===== config.mk =====
export PLATFORM = sky130hd
export DESIGN_NAME = store_merge_unit
export DESIGN_NICKNAME = d
export VERILOG_FILES = /design/src/rtl/store_merge_unit.sv
export SDC_FILE = /design/constraint.sdc
export NUM_CORES = 1
export LEC_CHECK = 0
export CAP_MARGIN = 20
export CORE_UTILIZATION = 47
export DETAILED_ROUTE_END_ITERATION = 8
export PLACE_DENSITY = 0.91
export SYNTH_ARGS = -nofsm -noshare
export SYNTH_HDL_FRONTEND = slang
export SYNTH_SLANG_ARGS = --single-unit

===== constraint.sdc =====
create_clock -name Clk -period 2.5 [get_ports Clk]
set_input_delay 0.375 -clock Clk [delete_from_list [all_inputs] [get_ports Clk]]
set_output_delay 0.375 -clock Clk [all_outputs]
set_load 0.02 [all_outputs]

===== src/rtl/store_merge_unit.sv =====
// store_merge_unit: write-side store path between RegB/ALUOut and the
// word-addressed memory. Word stores are written straight through;
// halfword and byte stores read the containing word, merge the new bytes
// in (little-endian lanes) and write the whole word back. Misaligned
// requests are rejected with a one-cycle pulse and never touch memory.
module store_merge_unit #(
  parameter int READ_WAIT = 2
) (
  input  logic        Clk,
  input  logic        Reset,
  input  logic        Start,
  input  logic [1:0]  Size,
  input  logic [31:0] Addr,
  input  logic [31:0] StoreData,
  input  logic [31:0] MemDataOut,
  output logic [31:0] MemAddr,
  output logic        MemWr,
  output logic [31:0] MemDataIn,
  output logic        Busy,
  output logic        Done,
  output logic        Misaligned
);

  typedef enum logic [2:0] {
    IDLE,
    ERR,
    READ,
    WRITE,
    DONE
  } state_t;

  localparam int CW = (READ_WAIT > 1) ? $clog2(READ_WAIT) : 1;

  state_t        state;
  logic [CW-1:0] wait_cnt;
  logic [1:0]    size_q;
  logic [1:0]    offset_q;
  logic [31:0]   data_q;

  logic          word_req;
  logic          misaligned_req;
  logic [31:0]   merged;

  // Classify the incoming request: size 11 behaves as a word store
  always_comb begin
    word_req       = (Size == 2'b00) || (Size == 2'b11);
    misaligned_req = 1'b0;
    if (word_req) begin
      misaligned_req = (Addr[1:0] != 2'b00);
    end else if (Size == 2'b01) begin
      misaligned_req = Addr[0];
    end
  end

  // Merge the latched sub-word data into the word currently read back
  always_comb begin
    merged = MemDataOut;
    case (size_q)
      2'b01: begin
        if (offset_q[1]) begin
          merged[31:16] = data_q[15:0];
        end else begin
          merged[15:0] = data_q[15:0];
        end
      end
      2'b10: begin
        case (offset_q)
          2'b00:   merged[7:0]   = data_q[7:0];
          2'b01:   merged[15:8]  = data_q[7:0];
          2'b10:   merged[23:16] = data_q[7:0];
          default: merged[31:24] = data_q[7:0];
        endcase
      end
      default: merged = data_q;
    endcase
  end

  // Control FSM; every output is registered here. MemDataIn doubles as the
  // merge buffer, so the merged word is captured on the edge that ends the
  // last READ cycle and is already stable while MemWr is high.
  always_ff @(posedge Clk or negedge Reset) begin
    if (!Reset) begin
      state      <= IDLE;
      wait_cnt   <= '0;
      size_q     <= 2'b00;
      offset_q   <= 2'b00;
      data_q     <= 32'h0;
      MemAddr    <= 32'h0;
      MemWr      <= 1'b0;
      MemDataIn  <= 32'h0;
      Busy       <= 1'b0;
      Done       <= 1'b0;
      Misaligned <= 1'b0;
    end else begin
      Done       <= 1'b0;
      Misaligned <= 1'b0;
      MemWr      <= 1'b0;
      case (state)
        IDLE: begin
          MemAddr <= 32'h0;
          Busy    <= 1'b0;
          if (Start) begin
            size_q   <= Size;
            offset_q <= Addr[1:0];
            data_q   <= StoreData;
            Busy     <= 1'b1;
            if (misaligned_req) begin
              state      <= ERR;
              Misaligned <= 1'b1;
            end else if (word_req) begin
              state     <= WRITE;
              MemAddr   <= {Addr[31:2], 2'b00};
              MemWr     <= 1'b1;
              MemDataIn <= StoreData;
            end else begin
              state    <= READ;
              MemAddr  <= {Addr[31:2], 2'b00};
              wait_cnt <= CW'(READ_WAIT - 1);
            end
          end
        end
        ERR: begin
          state <= IDLE;
          Busy  <= 1'b0;
        end
        READ: begin
          if (wait_cnt == '0) begin
            state     <= WRITE;
            MemWr     <= 1'b1;
            MemDataIn <= merged;
          end else begin
            wait_cnt <= wait_cnt - CW'(1);
          end
        end
        WRITE: begin
          state <= DONE;
          Done  <= 1'b1;
        end
        DONE: begin
          state   <= IDLE;
          Busy    <= 1'b0;
          MemAddr <= 32'h0;
        end
        default: begin
          state   <= IDLE;
          Busy    <= 1'b0;
          MemAddr <= 32'h0;
        end
      endcase
    end
  end

endmodule


# After elaboration in Yosys (flattened, before gate mapping)
# Cells that the tools add are included.
# totals
regBits,108
inputBits,101
elab_cells,77
# classes
n_addsub,1
n_eq_ne,14
muxes,38
n_reduce_logical,13
# ops
op,n
$mux W32,6
$pmux W32 S2,3
$mux W16,2
$mux W8,4
$mux W1,16
$ne A2 B2 Y1 const B,5
$pmux W3 S3,1
$eq A2 B1 Y1 const B,3
$eq A2 B2 Y1 const B,3
$eq A3 B2 Y1 const B,2
$mux W3,2
$pmux W1 S2,3
$reduce_or A3 Y1,2
$reduce_and A5 Y1,1
$logic_not A2 Y1,2
$reduce_and A2 Y1,2
$reduce_and A4 Y1,1
$reduce_bool A2 Y1,2
$eq A3 B1 Y1 const B,1
$logic_not A3 Y1,1
$mux W2,1
$reduce_or A2 Y1,1
$logic_or A1 B1 Y1,1
$sub A1 B1 Y1 const B,1

# Depth between registers and ports, before layout
# Gate-level depths: netlist of run 1.
# depth
ltp_word,6
mapped_depth,8
depth_no_buf,6

# Least setup slack after synthesis of run 1
# No wires, ideal clock.
# synth_path
path_kind,reg2reg
start,register offset_q[1]
end,register MemDataIn[20]
setup_time_ns,0.126
arrival_ns,1.732
t_required_ns,2.374
path_slack_ns,0.642
stages_incl_launch_ff,6
cell_sequence,dfrtp_1 buf_6 clkbuf_1 mux2_2 a221o_1 a221o_1
# synth_between
elab_chain_len,5
# synth_rtl
element,line_no,rtl
start: declaration,37,logic [1:0] offset_q;
start signal: assignment,104,offset_q <= Addr[1:0];
$eq A2 B2 Y1,67,case (offset_q)
$mux W8,67,
$pmux W32 S2 (*),58,case (size_q)
$mux W32 (*),127,if (wait_cnt == '0) begin
$pmux W32 S2 (*),98,case (state)
end signal: assignment,114,MemDataIn <= StoreData;
end signal: assignment,130,MemDataIn <= merged;
end: declaration,18,"output logic [31:0] MemDataIn,"
# Every way passes the cells marked *; elsewhere a longest branch is shown, timed or not. The select of a mux whose other input is x is not followed.
# A chain may end at the register's enable or synchronous reset.

# Worst setup path after layout of run 1
# Ends and elaborated chain as after synthesis.

==> results of run 1 <==
through the flow:
| step | hold WS [ns] | total power, mW | instances | worst slack (ns) |
|---|---|---|---|---|
| 6_report | 0.03865 | 10.27 | 850 | 0.3014 |
| 3_3_place_gp | 0.4064 | 8.601 | 835 | 0.2763 |
| 5_1_grt | 0.07702 | 10.87 | 850 | 0.2233 |
| 2_1_floorplan | 0.07941 | 6.708 | 562 | 0.6420 |
| 3_5_place_dp | 0.4236 | 8.869 | 835 | 0.1550 |
| 4_1_cts | 0.05905 | 10.23 | 850 | 0.3239 |
per-layer routing:
metal	part of all wire [%]	track usage, %	vias up	wire length, µm
li1	-	-	2278	-
met1	41	37.20	2495	6836
met2	50	46.18	261	8317
met3	7.2	3.586	35	1209
met4	2.5	11.75	0	418
met5	0	0	-	0
worst paths after layout:
| kind | cells after the start | start | end |
|---|---|---|---|
| worst max-delay path | 4 | offset_q[1] | MemDataIn[20] |
| worst min-delay path | 1 | Reset | MemAddr[14] |
| worst max register to register | 4 | offset_q[1] | MemDataIn[20] |
| worst min register to register | 1 | MemAddr[2] | MemAddr[2] |
| max in group asynchronous | 2 | Reset | MemDataIn[26] |
| min in group Clk | 1 | MemAddr[2] | MemAddr[2] |
worst reg2reg max path: cells and delay by family, from the launching register on:
| kind | cells | cell delay (ns) |
|---|---|---|
| muxes | 1 | 0.40 |
| AOI/OAI and AO/OA | 2 | 0.68 |
| DFF | 1 | 0.62 |
| and+or+nand+nor | 1 | 0.38 |
synth_stat cells (all sizes together), types with 2 or more instances:
master and count:
mux2 40, nor3b 3, nand2 92, buf 19, o311ai 8, nor2 45, o211ai 8, o21ai 35
a22o 38, a221o 48, inv 39, ha 3, a21oi 26, nand2b 3, nor3 2, dfrtp 106
clkbuf 33
cells in the final DEF (no fill, tap or decap), types with 9 or more instances in the layout:
cell type / count
clkdlybuf4s50_1: 165
o21ai_0: 35
mux2_2: 27
nor2_1: 44
buf_4: 14
nand2_1: 91
a221o_1: 48
a21oi_1: 26
a22o_1: 38
inv_1: 39
dfrtp_1: 106
clkbuf_16: 9
mux2_4: 13
registers in the layout (all words and copies together) (netlist names):
| register | count |
|---|---|
| Busy | 1 |
| offset_q | 2 |
| MemDataIn | 32 |
| MemWr | 1 |
| size_q | 2 |
| state | 3 |
| MemAddr | 30 |
| Misaligned | 1 |
| wait_cnt | 1 |
| data_q | 32 |
| Done | 1 |
cell type report:
class                           instances  area (µm²)
Clock buffer                           11       242.7
Clock inverter                          4       28.78
Fill cell                             896        3849
Inverter                               39       146.4
Multi-Input combinational cell        365        2504
Sequential cell                       106        2653
Tap cell                              143       178.9
Timing Repair Buffer                  182        1817
power by group:
group	switching [mW]	total, mW	internal [mW]
registers	0.659	3.15	2.49
logic	3.12	5.79	2.67
clock network	0.626	1.32	0.698
logic make-up after synthesis:
logic type,count (synthesis)
fa+ha+maj,3
compound gates,168
other cells,1
mux,40
flops,106
buf+inv,91
simple gates,152
==> run metrics, run 1 <==
# rows 39; top post-synthesis cells by area dfrtp_1 48%, a221o_1 8.7%, nand2_1 6.2%; final core occ around 66%; CP startpoint kind register; Fin Setup TNS 0 ns; initial antenna violation count 0; Final Hold Vio Count 0; Vias per Instance around 6.0; CP bufs+invs 0; quantity of gates resized following cts 0; first-pass GRT wire length around 26000 µm; die area 12160 µm²; Top cell by count, worst path a221o_1; critical-path cell list nand2b_1 > mux2_4 > a221o_1 > a221o_1; mux cell area share after synthesis a little under a tenth; Distinct cells, synth 37; main flop type after synthesis dfrtp_1; Post-synth ARST share 100.0%; cell count after synthesis about 560; status complete, no violations; Final Wtd Congestion 0.8377; largest net degree at the start of global routing 66; hold_buf cts 0; Post-CTS Setup Inserts 0; Via Count 5069; Slew Limit Fails 0; Final Instance Area between 7000 and 8000 µm²; drt wl/cell 19.74 µm; Initial DRC Count between 300 and 400; Mapped Area 5509 µm²; final wirelength 16780 µm; TritonCTS Buffers 9; Worst Tran Pin Value 0.6757 ns; RSZ-0062 raised after global routing false; post-DP HPWL about 12000 µm; synthesized area per cell a little under 10 µm²; Leak Pwr roughly 3.4 nW; Slew headroom around 55%; min Tclk post-route about 2.2 ns; CTS tree built; area growth from synthesis to layout 37.41%; setup slack, reg-to-reg 0.30 ns; drt drc 0; Max Cap Violations 0; Post-synth EDFFs 0; final net count 807; htree depth 3; core area approximately 11000 µm²; share of cells above drive strength 1 11.17%; register area share after synthesis between 40% and 50%; Final period util between 80 and 90%; vias in the first global route approximately 5000; clk buf depth 2; Max Fanout on Critical Path 11; Pwr per Cell Area between 1000 and 1500 nW/µm²; XOR/XNOR Fraction of Synth Area 0%; adder-cell area share of the yosys netlist less than 1%; cell accounting for the most synthesized area dfrtp_1; Max Freq 454.8 MHz; Worst path slowest cell dfrtp_1; worst path arrival time about 2.4 ns; antenna-violating nets left 0; synth warn 0; Tightest Hold Check Type primary input to asynchronous set/reset pin; Simple-Gate Fraction of Synth Area about an eighth; Root Driver clkbuf_16; Cell Area, Placed ~7300 µm²; Synth top area share slightly below 50%; global route total overflow 0; clock sink count about 110; # setup viols final 0; # IOs 169; VDD IR max around 810 µV; Starting Density approximately half; Synth Register Bits between 100 and 150; worst setup path class register to register; Synth Area in Compound Gates a little under a quarter; Worst-Skew Late Latency 0.34 ns; Final Skew roughly 0.0066 ns; data required time of the critical path ~2.7 ns; Ant. Diodes 0; overall routing resource usage roughly 28%; PortBufs between 150 and 200; CP peak stage delay a little over 0.6 ns; die width about 110 µm; CTS clk-pin slew, worst paths around 0.070 ns; Top delay family on crit path compound AO/OA/AOI/OAI gates; critical path capture point type register; die height roughly 110 µm; drt pass-1 iters 5; largest family of logic cells by synthesized area compound AO/OA/AOI/OAI gates
(Power assumes the default switching activity.)
==> inputs of run 2 (changes only) <==
- CTS_CLUSTER_DIAMETER: not set -> 200
- GPL_TIMING_DRIVEN: not set -> 0
==> run metrics, run 2 (synthesis gave the netlist of run 1 again) <==
drt wl/cell 20.15 µm (was 19.74 µm); quantity of gates resized following cts 0 (unchanged); Root Driver clkbuf_16 (unchanged); Final Wtd Congestion 0.8912 (was 0.8377); share of cells above drive strength 1 10.60% (was 11.17%); Max Fanout on Critical Path 10 (was 11); drt pass-1 iters 5 (unchanged); CP startpoint kind register (unchanged); overall routing resource usage 29.79% (was 28.02%); Max Freq 441.2 MHz (was 454.8 MHz); Max Cap Violations 0 (unchanged); post-DP HPWL 12940 µm (was 11610 µm); Pwr per Cell Area 1388 nW/µm² (was 1357 nW/µm²); Tightest Hold Check Type primary input to asynchronous set/reset pin (unchanged); Slew headroom 57.49% (was 54.95%); hold_buf cts 1 (was 0); post-route worst setup slack 0.2336 ns (was 0.3014 ns); TritonCTS Buffers 9 (unchanged); worst path arrival time 2.50 ns (was 2.41 ns); area growth from synthesis to layout 39.90% (was 37.41%); VDD IR max 719.1 µV (was 814.4 µV); vias in the first global route 5488 (was 5029); core area 11420 µm² (unchanged); global route total overflow 0 (unchanged); first-pass GRT wire length 27140 µm (was 25720 µm); data required time of the critical path 2.73 ns (was 2.72 ns); DP Worst Slack -0.07249 ns (was 0.1550 ns); Fin Setup TNS 0 ns (unchanged); worst setup path class register to register (unchanged); clock sink count 106 (unchanged); Leak Pwr 3.424 nW (was 3.363 nW); largest net degree at the start of global routing 75 (was 66); part of the power in registers 29.0% (was 30.7%); Final Hold Vio Count 0 (unchanged); PortBufs 166 (unchanged); min Tclk post-route 2.266 ns (was 2.199 ns); Final Instance Area 7707 µm² (was 7570 µm²); final cell count without fillers 888 (was 850); Cell Area, Placed 7378 µm² (was 7298 µm²); Slew Limit Fails 0 (unchanged); Power Total 10.70 mW (was 10.27 mW); drt drc 0 (unchanged); Final period util 90.66% (was 87.94%); CTS tree built (unchanged); die height 110.3 µm (unchanged); clk buf depth 2 (unchanged); htree depth 3 (unchanged); Sw Pwr 4.614 mW (was 4.406 mW); CTS clk-pin slew, worst paths 0.07 ns (about the same); # IOs 169 (unchanged); Starting Density 48.25% (unchanged); Ant. Diodes 0 (unchanged); Logic pwr share 56.7% (was 56.4%); Vias per Instance 6.126 (was 5.964); final wirelength 17900 µm (was 16780 µm); Placed Cells 872 (was 835); final net count 845 (was 807); final core occ 67.50% (was 66.29%); top flop regs MemDataIn: 32 flops, data_q: 32 flops, MemAddr: 30 flops (unchanged); # rows 39 (unchanged); antenna-violating nets left 0 (unchanged); Clk pwr share 14.3% (was 12.9%); Worst-Skew Late Latency 0.35 ns (was 0.34 ns); status complete, no violations (unchanged); Hold WS 0.5082 ns (was 0.03865 ns); switching power share of the total 43.12% (was 42.90%); Via Count 5440 (was 5069); initial antenna violation count 0 (unchanged); die width 110.3 µm (unchanged); Worst Tran Pin Value 0.6376 ns (was 0.6757 ns); most frequent cells in the layout 165 x clkdlybuf4s50_1, 106 x dfrtp_1, 91 x nand2_1, 48 x a221o_1, 45 x nor2_1 (was 165 x clkdlybuf4s50_1, 106 x dfrtp_1, 91 x nand2_1, 48 x a221o_1, 44 x nor2_1); Post-CTS Setup Inserts 0 (unchanged); RSZ-0062 raised after global routing false (unchanged); die area 12160 µm² (unchanged); Initial DRC Count 450 (was 377); # setup viols final 0 (unchanged); critical path capture point type register (unchanged); Int Pwr 6.087 mW (was 5.863 mW); most common cell after layout, fill and taps aside clkdlybuf4s50_1 (unchanged); Final Skew 0.008693 ns (was 0.006596 ns)
==> run 2: cell types whose count changed in the layout (fill, tap and decap cells not counted), moves of 2 or more <==
cell       change
buf_2         +12
buf_4         -11
buf_6          +3
buf_12         -3
bufinv_16      +2
clkbuf_1      +33
buf_1          +2
==> run 2: worst paths after layout <==
kind | startpoint | to | slack, ns | cells after the start
max in group asynchronous | Reset | MemWr | 1.30 | 3
worst min-delay path | Reset | MemAddr[30] | 0.51 | 2
worst max-delay path | size_q[0] | MemDataIn[27] | 0.23 | 6
min in group Clk | MemAddr[24] | MemAddr[24] | 0.51 | 1
worst max register to register | size_q[0] | MemDataIn[27] | 0.23 | 6
worst min register to register | MemAddr[24] | MemAddr[24] | 0.51 | 1
==> run 2: per-layer routing <==
metal  track usage, %  share of wire, %  wire (µm)
met1            37.33                39       6927
met2            47.91                48       8612
met3            6.349               9.2       1648
met4            16.54               3.9        706
met5                0                 0          0
==> run 2: area by class of cell <==
type	instances	area, µm²
timing repair buffer	168	1697
tap	143	178.9
clock inverter	4	76.32
fill	844	3711
sequential	106	2653
multi-input combinational	365	2474
clock buffer	11	242.7
buffer	52	240.2
inverter	39	146.4
==> run 2: power groups by stage <==
stage / Sequential (mW) / Clock (mW) / Combinational (mW)
floorplan: 3.45 / 0 / 3.26
global placement: 3.04 / 0 / 5.70
detailed placement: 3.09 / 0 / 5.93
CTS: 3.08 / 1.54 / 5.98
global route: 3.16 / 1.60 / 6.51
finish: 3.10 / 1.53 / 6.07
==> run 2: worst max-delay path, stage by stage, from the launching register on <==
cell,delay (ns)
dfrtp_1,0.36
inv_1,0.06
ha_1,0.35
clkbuf_1,0.38
clkbuf_1,0.49
a21oi_1,0.14
a221o_1,0.35
